<file path="src/rtl/tc_pl_cap_pkg.sv">
// Shared types and constants for the PL capture sequencer.
package tc_pl_cap_pkg;

  // Width of the gain index. Four gain slots are supported.
  localparam int unsigned GAIN_W    = 2;
  localparam int unsigned NUM_GAINS = 1 << GAIN_W;

  // CRC-32 parameters: normal-form polynomial, init and final XOR.
  localparam logic [31:0] CRC32_POLY   = 32'h04C1_1DB7;
  localparam logic [31:0] CRC32_INIT   = 32'hFFFF_FFFF;
  localparam logic [31:0] CRC32_XOROUT = 32'hFFFF_FFFF;

  typedef enum logic [2:0] {
    ST_IDLE,
    ST_SETTLE,
    ST_LDDEL,
    ST_LD,
    ST_ACQ,
    ST_GAP,
    ST_DONE
  } cap_state_e;

  // Bit-reverse a 32-bit word; turns the normal polynomial into the
  // form used by the LSB-first (reflected) shift register.
  function automatic logic [31:0] reflect32(input logic [31:0] v);
    logic [31:0] r;
    r = '0;
    for (int unsigned i = 0; i < 32; i++) begin
      r[i] = v[31 - i];
    end
    return r;
  endfunction

endpackage

</file>
<file path="src/rtl/tc_pl_crc32_dw.sv">
// Combinational next-state of a reflected CRC-32 over one DW-bit word,
// consumed least-significant bit first (so byte 0 goes in first).
module tc_pl_crc32_dw
  import tc_pl_cap_pkg::*;
#(
  parameter int unsigned DW = 16
) (
  input  logic [31:0]   crc_i,
  input  logic [DW-1:0] data_i,
  output logic [31:0]   crc_o
);

  localparam logic [31:0] POLY_R = reflect32(CRC32_POLY);

  // Shift every data bit through the register, LSB first.
  always_comb begin
    logic [31:0] c;
    c = crc_i;
    for (int unsigned i = 0; i < DW; i++) begin
      if (c[0] ^ data_i[i]) begin
        c = (c >> 1) ^ POLY_R;
      end else begin
        c = c >> 1;
      end
    end
    crc_o = c;
  end

endmodule

</file>
<file path="src/rtl/tc_pl_cap_seq.sv">
// Capture sequencer: walks gain x phase shots, applies per-gain analog
// settings, fires an LD pulse per shot and streams ADC samples to the
// capture write port. Optional CRC-32 of written samples is built only
// when the macro CAP_CRC32_EN is defined; otherwise cap_crc32 reads 0.
module tc_pl_cap_seq
  import tc_pl_cap_pkg::*;
#(
  parameter int unsigned DW = 16,
  parameter int unsigned AW = 32
) (
  input  logic          clk125,
  input  logic          rst,
  input  logic          cap_start,
  input  logic          cap_irq_en,
  input  logic [2:0]    cap_gain_number,
  input  logic [2:0]    cap_phase_number,
  input  logic [31:0]   cap_gain_del,
  input  logic [7:0]    cap_ld_plus,
  input  logic [13:0]   cap_points,
  input  logic [AW-1:0] cap_addr,
  input  logic [17:0]   cap_gain0_cycle,
  input  logic [17:0]   cap_gain1_cycle,
  input  logic [17:0]   cap_gain2_cycle,
  input  logic [17:0]   cap_gain3_cycle,
  input  logic [31:0]   cap_gain0_Lddel,
  input  logic [31:0]   cap_gain1_Lddel,
  input  logic [31:0]   cap_gain2_Lddel,
  input  logic [31:0]   cap_gain3_Lddel,
  input  logic [31:0]   cap_gain0_dacA,
  input  logic [31:0]   cap_gain1_dacA,
  input  logic [31:0]   cap_gain2_dacA,
  input  logic [31:0]   cap_gain3_dacA,
  input  logic [31:0]   cap_gain0_dacB,
  input  logic [31:0]   cap_gain1_dacB,
  input  logic [31:0]   cap_gain2_dacB,
  input  logic [31:0]   cap_gain3_dacB,
  input  logic [5:0]    cap_gain0_lmh,
  input  logic [5:0]    cap_gain1_lmh,
  input  logic [5:0]    cap_gain2_lmh,
  input  logic [5:0]    cap_gain3_lmh,
  input  logic [3:0]    cap_gain0_relay,
  input  logic [3:0]    cap_gain1_relay,
  input  logic [3:0]    cap_gain2_relay,
  input  logic [3:0]    cap_gain3_relay,
  input  logic          adc_valid,
  input  logic [DW-1:0] adc_data,
  output logic          cap_cing,
  output logic          ld_out,
  output logic [1:0]    gain_idx,
  output logic [2:0]    phase_idx,
  output logic [31:0]   dacA,
  output logic [31:0]   dacB,
  output logic [5:0]    lmh,
  output logic [3:0]    relay,
  output logic          wr_en,
  output logic [AW-1:0] wr_addr,
  output logic [DW-1:0] wr_data,
  output logic [31:0]   cap_crc32,
  output logic [31:0]   cap_time,
  output logic          cap_irq
);

  localparam logic [AW-1:0] ADDR_STEP = AW'(DW / 8);
  localparam logic [18:0]   SC_MAX    = '1;

  // Per-gain configuration tables.
  logic [17:0] cycle_tab [NUM_GAINS];
  logic [31:0] lddel_tab [NUM_GAINS];
  logic [31:0] daca_tab  [NUM_GAINS];
  logic [31:0] dacb_tab  [NUM_GAINS];
  logic [5:0]  lmh_tab   [NUM_GAINS];
  logic [3:0]  relay_tab [NUM_GAINS];

  assign cycle_tab[0] = cap_gain0_cycle;
  assign cycle_tab[1] = cap_gain1_cycle;
  assign cycle_tab[2] = cap_gain2_cycle;
  assign cycle_tab[3] = cap_gain3_cycle;
  assign lddel_tab[0] = cap_gain0_Lddel;
  assign lddel_tab[1] = cap_gain1_Lddel;
  assign lddel_tab[2] = cap_gain2_Lddel;
  assign lddel_tab[3] = cap_gain3_Lddel;
  assign daca_tab[0]  = cap_gain0_dacA;
  assign daca_tab[1]  = cap_gain1_dacA;
  assign daca_tab[2]  = cap_gain2_dacA;
  assign daca_tab[3]  = cap_gain3_dacA;
  assign dacb_tab[0]  = cap_gain0_dacB;
  assign dacb_tab[1]  = cap_gain1_dacB;
  assign dacb_tab[2]  = cap_gain2_dacB;
  assign dacb_tab[3]  = cap_gain3_dacB;
  assign lmh_tab[0]   = cap_gain0_lmh;
  assign lmh_tab[1]   = cap_gain1_lmh;
  assign lmh_tab[2]   = cap_gain2_lmh;
  assign lmh_tab[3]   = cap_gain3_lmh;
  assign relay_tab[0] = cap_gain0_relay;
  assign relay_tab[1] = cap_gain1_relay;
  assign relay_tab[2] = cap_gain2_relay;
  assign relay_tab[3] = cap_gain3_relay;

  // Only two bits of the gain count select a gain slot.
  logic unused_gain_msb;
  assign unused_gain_msb = cap_gain_number[2];

  // Sequencer state.
  cap_state_e       state_q, state_d;
  logic [31:0]      cnt_q, cnt_d;     // SETTLE / LDDEL / LD countdown
  logic [18:0]      sc_q, sc_d;       // shot counter from LD rise, saturating
  logic [13:0]      pts_q, pts_d;     // samples written this shot
  logic [GAIN_W-1:0] gain_q, gain_d;
  logic [2:0]       phase_q, phase_d;

  // Registered outputs.
  logic             cap_cing_q, cap_cing_d;
  logic             ld_out_q, ld_out_d;
  logic [31:0]      dacA_q, dacA_d;
  logic [31:0]      dacB_q, dacB_d;
  logic [5:0]       lmh_q, lmh_d;
  logic [3:0]       relay_q, relay_d;
  logic             wr_en_q, wr_en_d;
  logic [AW-1:0]    wr_addr_q, wr_addr_d;
  logic [DW-1:0]    wr_data_q, wr_data_d;
  logic [31:0]      cap_time_q, cap_time_d;
  logic             cap_irq_q, cap_irq_d;

  logic             start_acc;
  logic [7:0]       ld_width_m1;

  assign start_acc   = (state_q == ST_IDLE) && cap_start;
  assign ld_width_m1 = (cap_ld_plus == 8'd0) ? 8'd0 : cap_ld_plus - 8'd1;

  // State register and sequencing counters.
  always_ff @(posedge clk125) begin
    if (rst) begin
      state_q <= ST_IDLE;
      cnt_q   <= '0;
      sc_q    <= '0;
      pts_q   <= '0;
      gain_q  <= '0;
      phase_q <= '0;
    end else begin
      state_q <= state_d;
      cnt_q   <= cnt_d;
      sc_q    <= sc_d;
      pts_q   <= pts_d;
      gain_q  <= gain_d;
      phase_q <= phase_d;
    end
  end

  // Next-state: every countdown state lasts (load value + 1) cycles;
  // each state's countdown is loaded on the transition into it.
  always_comb begin
    state_d = state_q;
    cnt_d   = cnt_q;
    sc_d    = (sc_q == SC_MAX) ? sc_q : sc_q + 19'd1;
    pts_d   = pts_q;
    gain_d  = gain_q;
    phase_d = phase_q;
    unique case (state_q)
      ST_IDLE: begin
        if (cap_start) begin
          state_d = ST_SETTLE;
          cnt_d   = cap_gain_del;
          gain_d  = '0;
          phase_d = '0;
        end
      end
      ST_SETTLE: begin
        if (cnt_q == '0) begin
          state_d = ST_LDDEL;
          cnt_d   = lddel_tab[gain_q];
        end else begin
          cnt_d = cnt_q - 32'd1;
        end
      end
      ST_LDDEL: begin
        if (cnt_q == '0) begin
          state_d = ST_LD;
          cnt_d   = {24'd0, ld_width_m1};
          sc_d    = '0;
        end else begin
          cnt_d = cnt_q - 32'd1;
        end
      end
      ST_LD: begin
        if (cnt_q == '0) begin
          pts_d   = '0;
          state_d = (cap_points == '0) ? ST_GAP : ST_ACQ;
        end else begin
          cnt_d = cnt_q - 32'd1;
        end
      end
      ST_ACQ: begin
        if (adc_valid) begin
          pts_d = pts_q + 14'd1;
          if (pts_q + 14'd1 == cap_points) begin
            state_d = ST_GAP;
          end
        end
      end
      ST_GAP: begin
        if (sc_q >= {1'b0, cycle_tab[gain_q]}) begin
          if (phase_q == cap_phase_number) begin
            phase_d = '0;
            if (gain_q == cap_gain_number[GAIN_W-1:0]) begin
              state_d = ST_DONE;
            end else begin
              gain_d  = gain_q + 1'b1;
              state_d = ST_SETTLE;
              cnt_d   = cap_gain_del;
            end
          end else begin
            phase_d = phase_q + 3'd1;
            state_d = ST_LDDEL;
            cnt_d   = lddel_tab[gain_q];
          end
        end
      end
      ST_DONE: begin
        state_d = ST_IDLE;
      end
      default: begin
        state_d = ST_IDLE;
      end
    endcase
  end

  // Output next-values: decoded from the next state so the registered
  // outputs line up with the state they belong to.
  always_comb begin
    cap_cing_d = state_d inside {ST_SETTLE, ST_LDDEL, ST_LD, ST_ACQ, ST_GAP};
    ld_out_d   = (state_d == ST_LD);
    cap_irq_d  = (state_d == ST_DONE) && cap_irq_en;

    dacA_d  = dacA_q;
    dacB_d  = dacB_q;
    lmh_d   = lmh_q;
    relay_d = relay_q;
    if (state_d == ST_SETTLE) begin
      dacA_d  = daca_tab[gain_d];
      dacB_d  = dacb_tab[gain_d];
      lmh_d   = lmh_tab[gain_d];
      relay_d = relay_tab[gain_d];
    end

    wr_en_d   = (state_q == ST_ACQ) && adc_valid;
    wr_data_d = wr_en_d ? adc_data : wr_data_q;
    // wr_addr shows the address of the current write and steps once it
    // has been presented.
    wr_addr_d = wr_en_q ? wr_addr_q + ADDR_STEP : wr_addr_q;

    cap_time_d = (cap_cing_q && (cap_time_q != '1)) ? cap_time_q + 32'd1 : cap_time_q;

    if (start_acc) begin
      wr_addr_d  = cap_addr;
      cap_time_d = '0;
    end
  end

  // Output registers.
  always_ff @(posedge clk125) begin
    if (rst) begin
      cap_cing_q <= 1'b0;
      ld_out_q   <= 1'b0;
      dacA_q     <= '0;
      dacB_q     <= '0;
      lmh_q      <= '0;
      relay_q    <= '0;
      wr_en_q    <= 1'b0;
      wr_addr_q  <= '0;
      wr_data_q  <= '0;
      cap_time_q <= '0;
      cap_irq_q  <= 1'b0;
    end else begin
      cap_cing_q <= cap_cing_d;
      ld_out_q   <= ld_out_d;
      dacA_q     <= dacA_d;
      dacB_q     <= dacB_d;
      lmh_q      <= lmh_d;
      relay_q    <= relay_d;
      wr_en_q    <= wr_en_d;
      wr_addr_q  <= wr_addr_d;
      wr_data_q  <= wr_data_d;
      cap_time_q <= cap_time_d;
      cap_irq_q  <= cap_irq_d;
    end
  end

`ifdef CAP_CRC32_EN
  logic [31:0] crc_q, crc_d, crc_nxt;
  logic        crc_vld_q, crc_vld_d;

  tc_pl_crc32_dw #(.DW(DW)) u_crc (
    .crc_i  (crc_q),
    .data_i (wr_data_q),
    .crc_o  (crc_nxt)
  );

  // CRC state: re-armed on start, folds in each presented write.
  always_comb begin
    crc_d     = crc_q;
    crc_vld_d = crc_vld_q;
    if (start_acc) begin
      crc_d     = CRC32_INIT;
      crc_vld_d = 1'b0;
    end else if (wr_en_q) begin
      crc_d     = crc_nxt;
      crc_vld_d = 1'b1;
    end
  end

  // CRC registers.
  always_ff @(posedge clk125) begin
    if (rst) begin
      crc_q     <= CRC32_INIT;
      crc_vld_q <= 1'b0;
    end else begin
      crc_q     <= crc_d;
      crc_vld_q <= crc_vld_d;
    end
  end

  assign cap_crc32 = crc_vld_q ? (crc_q ^ CRC32_XOROUT) : '0;
`else
  assign cap_crc32 = '0;
`endif

  assign cap_cing  = cap_cing_q;
  assign ld_out    = ld_out_q;
  assign gain_idx  = gain_q;
  assign phase_idx = phase_q;
  assign dacA      = dacA_q;
  assign dacB      = dacB_q;
  assign lmh       = lmh_q;
  assign relay     = relay_q;
  assign wr_en     = wr_en_q;
  assign wr_addr   = wr_addr_q;
  assign wr_data   = wr_data_q;
  assign cap_time  = cap_time_q;
  assign cap_irq   = cap_irq_q;

endmodule

</file>
<file path="config.mk">
export PLATFORM = sky130hd
export DESIGN_NAME = tc_pl_cap_seq
export DESIGN_NICKNAME = d
export VERILOG_FILES = /design/src/rtl/tc_pl_cap_pkg.sv /design/src/rtl/tc_pl_crc32_dw.sv /design/src/rtl/tc_pl_cap_seq.sv
export SDC_FILE = /design/constraint.sdc
export NUM_CORES = 1
export LEC_CHECK = 0
export CORE_AREA = 2 2 315 317
export CTS_CLUSTER_SIZE = 8
export DETAILED_ROUTE_END_ITERATION = 6
export DIE_AREA = 0 0 317 319
export MAX_ROUTING_LAYER = met4
export PLACE_DENSITY = 0.43
export SLEW_MARGIN = 20
export SYNTH_ARGS = -nofsm -noshare
export SYNTH_HDL_FRONTEND = slang
export SYNTH_SLANG_ARGS = --single-unit
</file>
<file path="constraint.sdc">
create_clock -name clk125 -period 4.25 [get_ports clk125]
set_input_delay 0.425 -clock clk125 [delete_from_list [all_inputs] [get_ports clk125]]
set_output_delay 0.425 -clock clk125 [all_outputs]
set_load 0.01 [all_outputs]
</file>
==> summary.log <==
[critical_path] Setup CP Type reg -> reg
[grt] wire length of the first global-routing pass 118 mm
[floorplan] number of standard-cell rows in the floorplan 115
[finish] final standard cell area without fillers 26500 µm²
[clock_network] Root Driver sky130_fd_sc_hd__clkbuf_16
[critical_path] required time of the critical path 4690 ps
[route] count of vias placed by the detailed router 17200
[sta] minimum clock period after layout 4070 ps
[route] Via density 4.36
[flow_run] number of violations of the max-capacitance limit 0
[route] routed wire length per instance 20.7 µm
[route] DRC Markers 0
[route] count of antenna-violating nets left after detailed routing 0
[critical_path] crit path capture type register
[synth] part of the Yosys area used for sequential elements 0.293
[grt] via count of the first global-routing pass 17400
[clock_network] clock latency at the later pin of the worst-skew pair 570 ps
[sta] number of max-slew violations in the final report 0
[finish] layout overhead on the synthesized area 67.6%
[sta] max frequency 0.246 GHz
[sta] number of hold-slack violations in the final timing report 0
[grt] grt ovf 0
[finish] final core utilization 0.271
[finish] Total Nets Final 3275
[clock_network] number of buffers on the longest clock path 3
[grt] largest net degree at the start of global routing 65
[synth] Post-Synthesis Mean Instance Area 8.43 µm²
[synth] number of unique standard cell types used by synthesis 67
[sta] total setup violations reported at the end of the flow 0
[floorplan] boundary pin count 804
[clock_network] count of hold buffers inserted by post-cts repair 0
[synth] post-synthesis instance total 1874
[floorplan] area of the core 97700 µm²
[floorplan] Die Area 101000 µm²
[power] power density relative to cell area 262 nW/µm²
[critical_path] category of the worst setup path launch point register
[placement] number of I/O port buffers 770
[grt] global routing usage summed across all routing layers 0.160
[sta] Worst Tran Pin Value 781 ps
[route] aggregate routed wire length 81.8 mm
[synth] post-synthesis sequential element count 231
[clock_network] CTS tree built
[power] Max IR drop VDD 0.000223 V
[sta] period utilization 0.958
[synth] most used flip-flop cell after synthesis sky130_fd_sc_hd__dfxtp_1
[synth] Synth warnings 0
[grt] initial antenna violation count 16
[floorplan] Initial Utilization 0.162
[placement] routability congestion estimate 0.875
[power] final total power 6.93 mW
[synth] Async SR Flop Fraction 0
[critical_path] Crit path arrival time 4510 ps
[synth] number of flops mapped to enable cells by yosys 0
[placement] Post-DP Area 25300 µm²
[clock_network] Post-CTS Setup Repair Bufs 0
[synth] synthesized cell area 15800 µm²
[clock_network] number of sinks on the clock net 231
[route] initial drt markers 959
[finish] ratio of cells with drive above 1 in the final layout 0.111
[power] leakage power 9.36 nW
[clock_network] number of levels in the clock H-tree 2
[floorplan] horizontal extent of the die 317 µm
[finish] number of fill cells 10500
[sta] Max transition margin 0.479
[critical_path] maximum fanout along the worst path 58
[placement] HPWL after detailed placement 64.4 mm
[floorplan] Die H 319 µm
[clock_network] clock edge transition at the registers on the reported setup and hold paths 60 ps
[clock_network] number of buffers created by CTS 36
[run_status] status complete, no violations
[min_path] classification of the worst-slack hold path in -> reg
[sta] Clock Skews 39.2 ps
[sta] setup repair after global routing missed its margin true
[route] drt pass-1 iters 7
[synthesized netlist by cell type, types with 31 or more instances]
master                     number  area, µm²
sky130_fd_sc_hd__xnor2_1       47        412
sky130_fd_sc_hd__nand3_1       48        240
sky130_fd_sc_hd__o32ai_2       60        976
sky130_fd_sc_hd__mux4_2        50       1130
sky130_fd_sc_hd__nor3_1        31        155
sky130_fd_sc_hd__dfxtp_1      231       4620
sky130_fd_sc_hd__buf_4         38        285
sky130_fd_sc_hd__and3_1       182       1140
sky130_fd_sc_hd__xor2_1        43        377
sky130_fd_sc_hd__a21oi_1      100        500
sky130_fd_sc_hd__o21ai_0       88        440
sky130_fd_sc_hd__nand2_1      113        424
sky130_fd_sc_hd__a211oi_1     177       1330
sky130_fd_sc_hd__clkbuf_1     127        477
sky130_fd_sc_hd__nor2_1       149        559
sky130_fd_sc_hd__inv_1        114        428
[cell usage in the layout (no fill, tap or decap), types with 16 or more instances in the layout]
cell type                           n
sky130_fd_sc_hd__clkdlybuf4s50_1  769
sky130_fd_sc_hd__dfxtp_1          229
sky130_fd_sc_hd__and3_1           182
sky130_fd_sc_hd__a211oi_1         176
sky130_fd_sc_hd__nor2_1           148
sky130_fd_sc_hd__inv_1            114
sky130_fd_sc_hd__nand2_1          112
sky130_fd_sc_hd__a21oi_1          100
sky130_fd_sc_hd__buf_4             97
sky130_fd_sc_hd__o21ai_0           88
sky130_fd_sc_hd__o32ai_2           60
sky130_fd_sc_hd__mux4_2            50
sky130_fd_sc_hd__nand3_1           47
sky130_fd_sc_hd__xnor2_1           47
sky130_fd_sc_hd__xor2_1            43
sky130_fd_sc_hd__clkbuf_16         37
sky130_fd_sc_hd__conb_1            32
sky130_fd_sc_hd__nor3_1            30
sky130_fd_sc_hd__nand4_1           27
sky130_fd_sc_hd__or3_1             27
sky130_fd_sc_hd__ha_1              26
sky130_fd_sc_hd__diode_2           19
sky130_fd_sc_hd__a22o_1            18
sky130_fd_sc_hd__nor4_1            16
sky130_fd_sc_hd__buf_12            16
[worst max-delay path, cell delays in order, from the launching register on]
cell                       delay [ps]
sky130_fd_sc_hd__dfxtp_4          540
sky130_fd_sc_hd__buf_4            270
sky130_fd_sc_hd__mux4_2           520
sky130_fd_sc_hd__inv_1             60
sky130_fd_sc_hd__ha_1             230
sky130_fd_sc_hd__a21o_1           160
sky130_fd_sc_hd__a21oi_1          140
sky130_fd_sc_hd__o211ai_1         110
sky130_fd_sc_hd__a211o_2          370
sky130_fd_sc_hd__and3_1           230
sky130_fd_sc_hd__or2_2            370
sky130_fd_sc_hd__buf_12           200
sky130_fd_sc_hd__a211oi_1         410
sky130_fd_sc_hd__buf_4            190
sky130_fd_sc_hd__o32ai_2           70
[final timing paths]
kind | to | slack, ps | startpoint | cells after the start
max | dacB[8] | 180 | gain_idx[0] | 14
min | pts_q[9] | 220 | rst | 2
max reg2reg | dacB[8] | 180 | gain_idx[0] | 14
min reg2reg | wr_data[2] | 450 | wr_data[2] | 2
[cell type report]
class / count / area [µm²] / area share
inverter: 114 / 428 / 0.0162
multi-input combinational: 1374 / 9940 / 0.376
tap: 1287 / 1610 / 0.0609
antenna: 19 / 47.5 / 0.00180
timing repair buffer: 883 / 8760 / 0.331
clock inverter: 3 / 47.5 / 0.00180
clock buffer: 47 / 993 / 0.0375
sequential: 231 / 4630 / 0.175
[power by group]
group          internal (mW)  total (mW)  switching, mW
clock                   1.67        2.83           1.15
sequential              2.29        2.40          0.107
combinational           1.01        1.70          0.690
[stage by stage]
stage / cells / worst slack, ps / hold WS, ps / TNS [ps]
after floorplan: 1905 / 11.9 / 448 / 0
after global placement: 3889 / -11.8 / 441 / -11.8
after detailed placement: 3889 / -49.5 / 447 / -208
after CTS: 3939 / 8.94 / 197 / 0
after global routing: 3952 / -12.8 / 218 / -12.8
final: 3958 / 178 / 225 / 0
[routing by layer]
layer / share of wire / GRT usage / vias up
li1: - / - / 8485
met1: 0.44 / 0.204 / 8141
met2: 0.47 / 0.251 / 531
met3: 0.069 / 0.0390 / 91
met4: 0.023 / 0.0415 / 0
met5: 0 / - / -
[logic make-up (layout without fill, tap and decap cells)]
group / Yosys count / count (layout) / synth area share
other cells: 1 / 51 / 0.000238
xor+xnor: 90 / 90 / 0.0499
mux: 56 / 56 / 0.0753
buf+inv: 300 / 1047 / 0.0884
flops: 231 / 231 / 0.293
fa+ha+maj: 27 / 27 / 0.0212
simple gates: 645 / 645 / 0.214
compound gates: 524 / 524 / 0.258
[timing repair]
action | in CTS | in global routing
gates resized for setup | 0 | 6
setup endpoints to repair | 0 | 73
endpoints found under the hold margin | 0 | 0
[state kept, by name, indices dropped and copies added, names as in the netlist]
name,flops
cnt_q,32
ld_out,1
dacB,32
phase_idx,3
cap_time,32
gain_idx,2
wr_data,16
wr_addr,32
dacA,32
wr_en,1
cap_cing,1
cap_irq,1
relay,4
sc_q,19
lmh,6
state_q,3
pts_q,14
Note: power is estimated with default switching activity, not from simulation.
